`src/rtl/dmem_arbiter.sv`:
```
// Purpose : arbitrate the single-port data memory between the pipeline (cpu) and the
//           debug/program-loader port (dbg); cpu has fixed priority, dbg is forced in
//           after STARVE_LIMIT refused cycles. Load data is returned to its owner only.
// Ports   : clk/reset (sync, active-high); cpu_* and dbg_* request/grant/read-return
//           ports; mem_* drive the data memory, mem_rdata returns 1 cycle after mem_read.
// Latency : grant is combinational in the request cycle, load data valid one cycle later;
//           cpu_stall is asserted whenever the cpu requests and is refused.
module dmem_arbiter #(
    parameter int STARVE_LIMIT = 8,
    parameter int CNT_W        = 4
) (
    input  logic        clk,
    input  logic        reset,
    input  logic        cpu_req,
    input  logic        cpu_we,
    input  logic [31:0] cpu_addr,
    input  logic [31:0] cpu_wdata,
    output logic        cpu_gnt,
    output logic        cpu_stall,
    output logic        cpu_rvalid,
    output logic [31:0] cpu_rdata,
    input  logic        dbg_req,
    input  logic        dbg_we,
    input  logic [31:0] dbg_addr,
    input  logic [31:0] dbg_wdata,
    output logic        dbg_gnt,
    output logic        dbg_rvalid,
    output logic [31:0] dbg_rdata,
    output logic        mem_read,
    output logic        mem_write,
    output logic [31:0] mem_addr,
    output logic [31:0] mem_wdata,
    input  logic [31:0] mem_rdata
);

    typedef enum logic [1:0] {
        IDLE   = 2'd0,
        CPU_RD = 2'd1,
        DBG_RD = 2'd2
    } rd_state_t;

    localparam logic [CNT_W-1:0] LIMIT = CNT_W'(STARVE_LIMIT);

    rd_state_t        rd_state;
    logic [CNT_W-1:0] wait_cnt;
    logic             force_dbg;

    // dbg has waited long enough: it beats the cpu this cycle.
    assign force_dbg = dbg_req & (wait_cnt >= LIMIT);

    // Grants are masked during reset so nothing reaches memory while reset is high.
    assign cpu_gnt   = ~reset & cpu_req & ~force_dbg;
    assign dbg_gnt   = ~reset & dbg_req & (force_dbg | ~cpu_req);
    assign cpu_stall = ~reset & cpu_req & ~cpu_gnt;

    assign mem_read  = (cpu_gnt & ~cpu_we) | (dbg_gnt & ~dbg_we);
    assign mem_write = (cpu_gnt &  cpu_we) | (dbg_gnt &  dbg_we);
    assign mem_addr  = cpu_gnt ? cpu_addr  : (dbg_gnt ? dbg_addr  : 32'h0);
    assign mem_wdata = cpu_gnt ? cpu_wdata : (dbg_gnt ? dbg_wdata : 32'h0);

    // Read return steering. Reset also hides a response that was already in flight
    // when reset rose, since rd_state only clears at the following edge.
    assign cpu_rvalid = ~reset & (rd_state == CPU_RD);
    assign dbg_rvalid = ~reset & (rd_state == DBG_RD);
    assign cpu_rdata  = cpu_rvalid ? mem_rdata : 32'h0;
    assign dbg_rdata  = dbg_rvalid ? mem_rdata : 32'h0;

    // Read-owner FSM and starvation counter. Next owner depends only on this cycle's
    // grant, so back-to-back loads from either side pipeline without bubbles.
    always_ff @(posedge clk) begin
        if (reset) begin
            rd_state <= IDLE;
            wait_cnt <= '0;
        end else begin
            if (cpu_gnt & ~cpu_we)
                rd_state <= CPU_RD;
            else if (dbg_gnt & ~dbg_we)
                rd_state <= DBG_RD;
            else
                rd_state <= IDLE;

            if (~dbg_req | dbg_gnt)
                wait_cnt <= '0;
            else if (wait_cnt < LIMIT)
                wait_cnt <= wait_cnt + CNT_W'(1);
        end
    end

endmodule
```
`config.mk`:
```
export PLATFORM = sky130hd
export DESIGN_NAME = dmem_arbiter
export DESIGN_NICKNAME = d
export VERILOG_FILES = /design/src/rtl/dmem_arbiter.sv
export SDC_FILE = /design/constraint.sdc
export NUM_CORES = 1
export LEC_CHECK = 0
export BUFFER_PORTS_ARGS = -buffer_cell sky130_fd_sc_hd__buf_2
export CAP_MARGIN = 15
export CORE_AREA = 2 2 117 119
export DETAILED_ROUTE_END_ITERATION = 12
export DIE_AREA = 0 0 119 121
export SYNTH_ARGS = -nofsm -noshare
export SYNTH_HDL_FRONTEND = slang
export SYNTH_SLANG_ARGS = --single-unit
```
`constraint.sdc`:
```
create_clock -name clk -period 2 [get_ports clk]
set_input_delay 0.4 -clock clk [delete_from_list [all_inputs] [get_ports clk]]
set_output_delay 0.4 -clock clk [all_outputs]
set_load 0.02 [all_outputs]
```
; Word level (Yosys, flattened, before mapping)
; Cells that the tools add are included.
[totals]
elab_cells = 41
register_bits = 6
out_inout_bits = 135
[op_classes]
n_reduce_logical = 2
n_eq_ne = 2
n_addsub = 1
mux = 8
bitwise = 23
magnitude_cmp = 2
[ops]
columns = operator, count
row1 = 32-bit two-way mux, 6
row2 = 1-bit bitwise AND, 12
row3 = 1-bit NOT, 7
row4 = "4-bit by 1-bit adder with 4-bit output, second input constant", 1
row5 = "4-bit >= comparator, second input constant", 1
row6 = "4-bit < comparator, second input constant", 1
row7 = 1-bit OR, 4
row8 = 2-bit OR reduction, 2
row9 = "2-bit by 1-bit == test with 1-bit output, second input constant", 1
row10 = "2-bit == test, second input constant", 1
row11 = 2-bit two-way mux, 1
row12 = 1-bit two-way mux, 1

; Depth between registers and ports, before layout
; Gate-level depths: netlist (run 1).
[depth]
ltp_word = 7
depth_mapped = 5

; Worst setup path before layout (run 1)
; No wires, ideal clock.
[synth_timing]
path_kind = input port to output port
startpoint = in cpu_req
endpoint = out mem_wdata[10]
path_buffers = 2
path_stages = 5
setup_slack_ns = 0.261
t_arrival_ns = 1.339
required_ns = 1.600
cell_sequence = nor2b_1 > a21boi_2 > buf_2 > buf_4 > a22o_1
[synth_between]
elab_chain_len = 5
word_cells_on_any_way = 7
classes_between = mux: 2 / bitwise: 5
[synth_lines]
columns = item, line_no
row1 = from (decl), 14  ; input logic cpu_req,
row2 = 1-bit NOT, 53  ; assign dbg_gnt = ~reset & dbg_req & (force_dbg | ~cpu_req);
row3 = 1-bit OR, 53
row4 = 1-bit bitwise AND, 53
row5 = 32-bit two-way mux, 59  ; assign mem_wdata = cpu_gnt ? cpu_wdata : (dbg_gnt ? dbg_wdata : 32'h0);
row6 = 32-bit two-way mux *, 59
row7 = to (decl), 32  ; output logic [31:0] mem_wdata,
; Mark *: on every way between the ends. The rest lies on a longest branch, timed or not.

; Final worst setup path (run 1)
[layout_timing]
startpoint = in cpu_req
endpoint = out mem_wdata[19]
; The elaborated chain is that of the path after synthesis.

==> results of run 1 <==
## critical path, cell delays in order
cell	delay, ns
sky130_fd_sc_hd__buf_2	0.11
sky130_fd_sc_hd__nor2b_1	0.15
sky130_fd_sc_hd__nor3b_4	0.21
sky130_fd_sc_hd__buf_4	0.14
sky130_fd_sc_hd__clkbuf_16	0.20
sky130_fd_sc_hd__a22o_1	0.17
sky130_fd_sc_hd__buf_2	0.16
## metal layers
metal	vias to the layer above	GRT usage, %	wire, um
li1	1257	-	-
met1	1118	13.3	3830
met2	183	17.1	4410
met3	6	1.93	893
met4	0	2.08	63
met5	-	0	0
## power breakdown
group	switching (mW)	internal, mW	leakage [nW]
Clock	0.0645	0.256	0.0370
Sequential	0.00177	0.123	0.0487
Combinational	0.310	0.287	1.98
Total	0.376	0.666	2.06
## how the worst max path moves through the flow
stage	start	to	cells after the start
final	cpu_req	mem_wdata[19]	7
after global routing	cpu_req	mem_read	7
after CTS	reset	mem_wdata[19]	6
after detailed placement	reset	mem_wdata[19]	6
after global placement	cpu_req	mem_read	6
after floorplan	cpu_req	mem_wdata[10]	5
## registers in the layout, summed over array words and instances, names as in the netlist
register	cells
wait_cnt	4
rd_state	2
## placed cells by master, fill, tap and decap left out, types with 2 or more instances in the layout
cell	Yosys	layout
sky130_fd_sc_hd__buf_2	10	298
sky130_fd_sc_hd__and2_1	67	67
sky130_fd_sc_hd__a22o_1	66	66
sky130_fd_sc_hd__buf_4	5	9
sky130_fd_sc_hd__clkbuf_16	0	6
sky130_fd_sc_hd__dfxtp_1	6	6
sky130_fd_sc_hd__inv_1	4	4
sky130_fd_sc_hd__buf_12	0	4
sky130_fd_sc_hd__diode_2	0	2
sky130_fd_sc_hd__nor3b_2	1	2
sky130_fd_sc_hd__nor3_1	2	2
sky130_fd_sc_hd__ha_1	2	2
## cell families after synthesis
kind of cell	Yosys count	share of synthesized area (%)
AO/OA/AOI/OAI	67	43.3
XOR/XNOR	1	0.644
adder cells (fa/ha/maj)	2	1.84
buffers and inverters	24	8.92
flip-flops	6	8.83
AND/OR/NAND/NOR	78	36.4
## per-stage QoR
stage	hold slack, ns	instances
6_report	0.486	654
5_1_grt	0.516	653
4_1_cts	0.483	645
3_5_place_dp	0.477	642
3_3_place_gp	0.476	642
2_1_floorplan	0.440	178
## final cells by class
type                            instances  area share [%]
Inverter                                4           0.454
Clock buffer                            3            2.27
Multi-Input combinational cell        148            34.6
Tap cell                              176            6.65
Sequential cell                         6            3.63
Timing Repair Buffer                  315            52.2
Antenna cell                            2           0.151
## what timing repair did
item | CTS | global route
endpoints found under the setup margin | 0 | 66
hold endpoints to repair | 0 | 0
gates resized for setup | 0 | 7
setup buffers | 0 | 3
==> results.py, run 1 <==
metrics = {
    "outcome": {
        "run_status": "completed",
    },
    "critical_path": {
        "cp.arrival_ns": 1.56,
        "timing.setup.critical_path_class": "input port to output pin",
        "reg2reg_setup_slack_ns": 0.77,
        "endpoint_kind": "output pin",
        "critical_path.reg2reg.startpoint": "wait_cnt[3]",
        "critPathLaunchType": "input port",
        "worst_r2r_path_depth": 5,
        "critical_path.max_fanout": 34,
        "rr_endpoint": "rd_state[1]",
        "critical_path_required_ns": 1.60,
    },
    "clocking": {
        "cts_made_buffers": 3,
        "ctsHtreeMaxLevel": 1,
        "later_pin_clock_latency_in_the_skew_report_ns": 0.23,
        "clk_root_buffer_cell": "sky130_fd_sc_hd__clkbuf_16",
        "cts-hold-fix-buffers": 0,
        "max-clock-path-buffers": 2,
        "cts_num_sinks": 6,
        "clkSlewWorstSetupHoldPaths_ns": 0.03,
        "tritoncts": "built",
    },
    "synthesis": {
        "avgSynthCellArea_sq_um": 7.64,
        "seq_area_frac_synth_pct": 8.83,
        "synthTopCellsByCount": "sky130_fd_sc_hd__and2_1, sky130_fd_sc_hd__a22o_1, sky130_fd_sc_hd__buf_2",
        "async_reset_ff_share_pct": 0,
        "synth_edf_count": 0,
        "synthesis.area_sq_mm": 0.00136,
        "syn-num-nets": 346,
        "yosys_register_bits": 6,
        "number_of_instances_in_the_synthesized_netlist": 178,
        "synth.lib_cells_used.distinct": 18,
        "post_synth_main_area_contributors": "sky130_fd_sc_hd__a22o_1, sky130_fd_sc_hd__and2_1, sky130_fd_sc_hd__dfxtp_1",
        "synth_top_area_cell": "sky130_fd_sc_hd__a22o_1",
        "netlist.area_leader.share_pct": 42.5,
        "most_frequently_used_flop_master_after_synthesis": "sky130_fd_sc_hd__dfxtp_1",
        "synth.yosys.warnings": 0,
        "synth.most_common_cell": "sky130_fd_sc_hd__and2_1",
    },
    "global_routing": {
        "grt_antenna_before_repair": 2,
        "grtUsageTotal_pct": 10.1,
        "grt.overflow.total": 0,
        "number_of_global_route_vias_before_repair": 2307,
        "grt_start_max_net_pins": 69,
        "grt_pass1_wl_um": 11900,
    },
    "job": {
        "max_cap_violations": 0,
    },
    "place": {
        "dpl.hpwl_um": 6990,
        "post-place-ws_ns": 0.0221,
        "placement.io_buffers": 300,
        "post_placement_cell_area_sq_mm": 0.00310,
        "place.gp.congestion": 0.926,
    },
    "timing": {
        "worst_clock_skew_ns": 0.00142,
        "setup_tns_ns": 0,
        "finalSetupViolations": 0,
        "finalHoldViolations": 0,
        "finalWorstSetupSlack_ns": 0.0352,
        "finalWorstPathRequiredPeriod_ns": 1.96,
        "max-slew-margin-rel_pct": 81.3,
        "final.period_utilization_pct": 98.2,
        "achievable-frequency_mhz": 509,
        "drv_slew": 0,
        "worst_pin_slew_ns": 0.280,
    },
    "route": {
        "detail_route.vias_per_cell": 3.92,
        "drt_pass1_iterations": 4,
        "detail_route.wl_per_cell_um": 14.1,
        "route.antenna.remaining_nets": 0,
        "detailroute.via_count": 2564,
        "routed_wl_um": 9200,
        "drt-initial-drc-count": 88,
        "drc_errors": 0,
    },
    "floorplan": {
        "floorplan.initialDensity_pct": 10.4,
        "io_pins": 301,
        "floorplan.rows": 42,
        "design.die.area_sq_mm": 0.0144,
        "floorplan.die.height_um": 121,
        "core_area_sq_mm": 0.0131,
        "die_w_um": 119,
    },
    "layout": {
        "drive_above_1_share_pct": 67.9,
        "final-seq-area_sq_um": 120,
        "area_growth_pct": 143,
        "fin_area_sq_mm": 0.00331,
        "n_fill_cell": 1446,
        "fin_util_pct": 25.3,
        "nets": 646,
        "multi_input_area_sq_mm": 0.00114,
    },
    "pwr": {
        "power.total_mw": 1.04,
        "ir_worst_vdd_mv": 0.173,
        "power_per_cell_area_mw_per_mm2": 315,
        "total_leakage_power_nw": 2.06,
    },
    "hold_path": {
        "min-delay-path-class": "flop to flop",
        "hold_path_startpoint": "wait_cnt[0]",
        "holdPathEnd": "wait_cnt[0]",
        "hold-path-cell-count": 1,
    },
}
No activity file was read; power rests on OpenSTA's default activity.
==> run 2, diff against run 1 <==
Settings changed: GPL_TIMING_DRIVEN set to 0.
==> run 2 against run 1 <==
  * Sequential cell count is the same
  * Count of clock-buffer cells in the layout unchanged
  * Global-route usage grew 0.60 points
  * Maximum frequency hardly changed
  * Hold slack got worse by 0.0078 ns
  * Clock skew shrank 0.00061 ns
  * Die area unchanged
  * Critical endpoint is now mem_wdata[6]
==> results.py, run 2 (synthesized netlist as in run 1, its figures left out) <==
metrics = {
    "outcome": {
        "run_status": "completed",
    },
    "layout": {
        "post_layout_nonfiller_instances": 667,
        "largest_registers": "wait_cnt x4, rd_state x2",
        "top_register": "wait_cnt",
        "area_growth_pct": 163,
        "drive_above_1_share_pct": 69.2,
        "highest_count_cells_in_the_layout_ignoring_fill_and_taps": "sky130_fd_sc_hd__buf_2, sky130_fd_sc_hd__and2_1, sky130_fd_sc_hd__a22o_1, sky130_fd_sc_hd__buf_6, sky130_fd_sc_hd__buf_4",
        "fin_area_sq_mm": 0.00357,
        "nets": 660,
        "flip_flop_count_of_the_largest_register_after_layout": 4,
        "n_fill_cell": 1416,
        "mostFrequentLayoutCell": "sky130_fd_sc_hd__buf_2",
    },
    "critical_path": {
        "cp-startpoint": "cpu_req",
        "cpPeakStageDelay_ns": 0.24,
        "critical_path.max_fanout": 6,
        "critPathBufInv": 5,
        "timing.critical_path.max_delay_family": "buffers and inverters",
        "critPathLaunchType": "input port",
        "crit_chain": "buf_2 -> nor2b_2 -> a21boi_4 -> buf_12 -> buf_8 -> buf_6 -> a22o_1 -> buf_6",
        "timing.setup.critical_path_class": "input port to output pin",
        "reg2reg_setup_slack_ns": 0.81,
        "critical_path.reg2reg.startpoint": "wait_cnt[3]",
        "critical_path_required_ns": 1.60,
        "endpoint_kind": "output pin",
        "cp.arrival_ns": 1.57,
        "rr_endpoint": "rd_state[1]",
        "crit_slowest_cell": "sky130_fd_sc_hd__a22o_1",
        "critPathMostFrequentCell": "sky130_fd_sc_hd__buf_6",
        "worst_r2r_path_depth": 5,
    },
    "route": {
        "detailroute.via_count": 2571,
        "routed_wl_um": 8860,
        "detail_route.vias_per_cell": 3.85,
        "detail_route.wl_per_cell_um": 13.3,
        "drt-initial-drc-count": 53,
        "route.antenna.remaining_nets": 0,
        "drt_pass1_iterations": 4,
        "drc_errors": 0,
    },
    "timing": {
        "finalSetupViolations": 0,
        "finalWorstPathRequiredPeriod_ns": 1.97,
        "max-slew-margin-rel_pct": 79.1,
        "setup_tns_ns": 0,
        "drv_slew": 0,
        "final.period_utilization_pct": 98.3,
        "worst_pin_slew_ns": 0.313,
        "finalHoldViolations": 0,
        "worst_clock_skew_ns": 0.000814,
        "unrepaired_setup_endpoints_after_global_routing": "true",
        "achievable-frequency_mhz": 509,
    },
    "place": {
        "placedCellCount": 654,
        "dpl.hpwl_um": 7550,
        "post_placement_cell_area_sq_mm": 0.00308,
        "place.gp.congestion": 0.857,
        "placement.io_buffers": 300,
    },
    "clocking": {
        "cts_num_sinks": 6,
        "ctsHtreeMaxLevel": 1,
        "cts_made_buffers": 3,
        "later_pin_clock_latency_in_the_skew_report_ns": 0.23,
        "clk_root_buffer_cell": "sky130_fd_sc_hd__clkbuf_16",
        "max-clock-path-buffers": 2,
        "clkSlewWorstSetupHoldPaths_ns": 0.03,
        "tritoncts": "built",
    },
    "floorplan": {
        "floorplan.initialDensity_pct": 10.4,
        "floorplan.rows": 42,
        "floorplan.die.height_um": 121,
        "core_area_sq_mm": 0.0131,
        "io_pins": 301,
        "die_w_um": 119,
        "design.die.area_sq_mm": 0.0144,
    },
    "hold_path": {
        "hold_path_startpoint": "wait_cnt[0]",
        "hold-path-cell-count": 1,
        "holdPathEnd": "wait_cnt[0]",
        "min-delay-path-class": "flop to flop",
    },
    "global_routing": {
        "number_of_global_route_vias_before_repair": 2417,
        "grtUsageTotal_pct": 10.7,
        "grt.overflow.total": 0,
        "grt_pass1_wl_um": 12400,
        "grt_antenna_before_repair": 1,
        "grt_start_max_net_pins": 11,
    },
    "pwr": {
        "total_leakage_power_nw": 2.16,
        "ir_worst_vdd_mv": 0.174,
        "power_per_cell_area_mw_per_mm2": 306,
    },
    "job": {
        "max_cap_violations": 0,
    },
}
[run 2: final cells by class]
class	instances	area [sq um]	area share (%)
inverters	4	15.0	0.420
repair buffers	312	1820	51.0
clock buffers	3	75.1	2.10
plain buffers	17	154	4.31
flip-flops and latches	6	124	3.47
well taps	176	220	6.16
diodes	1	2.50	0.0700
multi-input cells	148	1160	32.4
[run 2: worst max-delay path by stage]
stage                     to  depth (start not counted)
2_1_floorplan  mem_wdata[10]                          5
3_3_place_gp   cpu_rdata[18]                          5
3_5_place_dp   mem_wdata[19]                          7
4_1_cts         mem_wdata[4]                          8
5_1_grt        mem_wdata[22]                          8
6_report        mem_wdata[6]                          8
[run 2: per-layer routing]
layer  up-vias  track usage [%]  wire length, um
met5         -                0                0
met4         0             1.12               41
met3         4             2.07              708
met2       152             19.3             4400
met1      1132             13.5             3710
li1       1283                -                -
[run 2: where the power goes]
group	switching (mW)	total, mW	internal [mW]
sequential	0.00226	0.124	0.122
combinational	0.316	0.650	0.334
clock	0.0635	0.320	0.256
total	0.382	1.09	0.712
[run 2: worst register-to-register path, delay by kind of cell, from the launching register on]
| family | cells | cell delay, ns |
|---|---|---|
| DFF | 1 | 0.37 |
| and+or+nand+nor | 3 | 0.39 |
| buffers and inverters | 2 | 0.37 |
[run 2: through the flow]
stage	hold WS, ns	setup slack [ns]	utilization (%)	power [mW]
finish	0.478	0.0341	27.3	1.09
global route	0.503	-0.0200	27.3	1.15
CTS	0.477	-0.00520	25.4	1.05
detailed placement	0.467	-0.371	23.6	0.687
global placement	0.471	-0.383	23.6	0.687
floorplan	0.440	0.261	-	0.398
[run 2: repair_timing]
item | CTS | global route
setup buffers | 6 | 3
gates cloned | 1 | 2
pin swaps | 2 | 15
resized for setup | 35 | 56
endpoints found under the setup margin | 128 | 65
hold buffers | 0 | 0
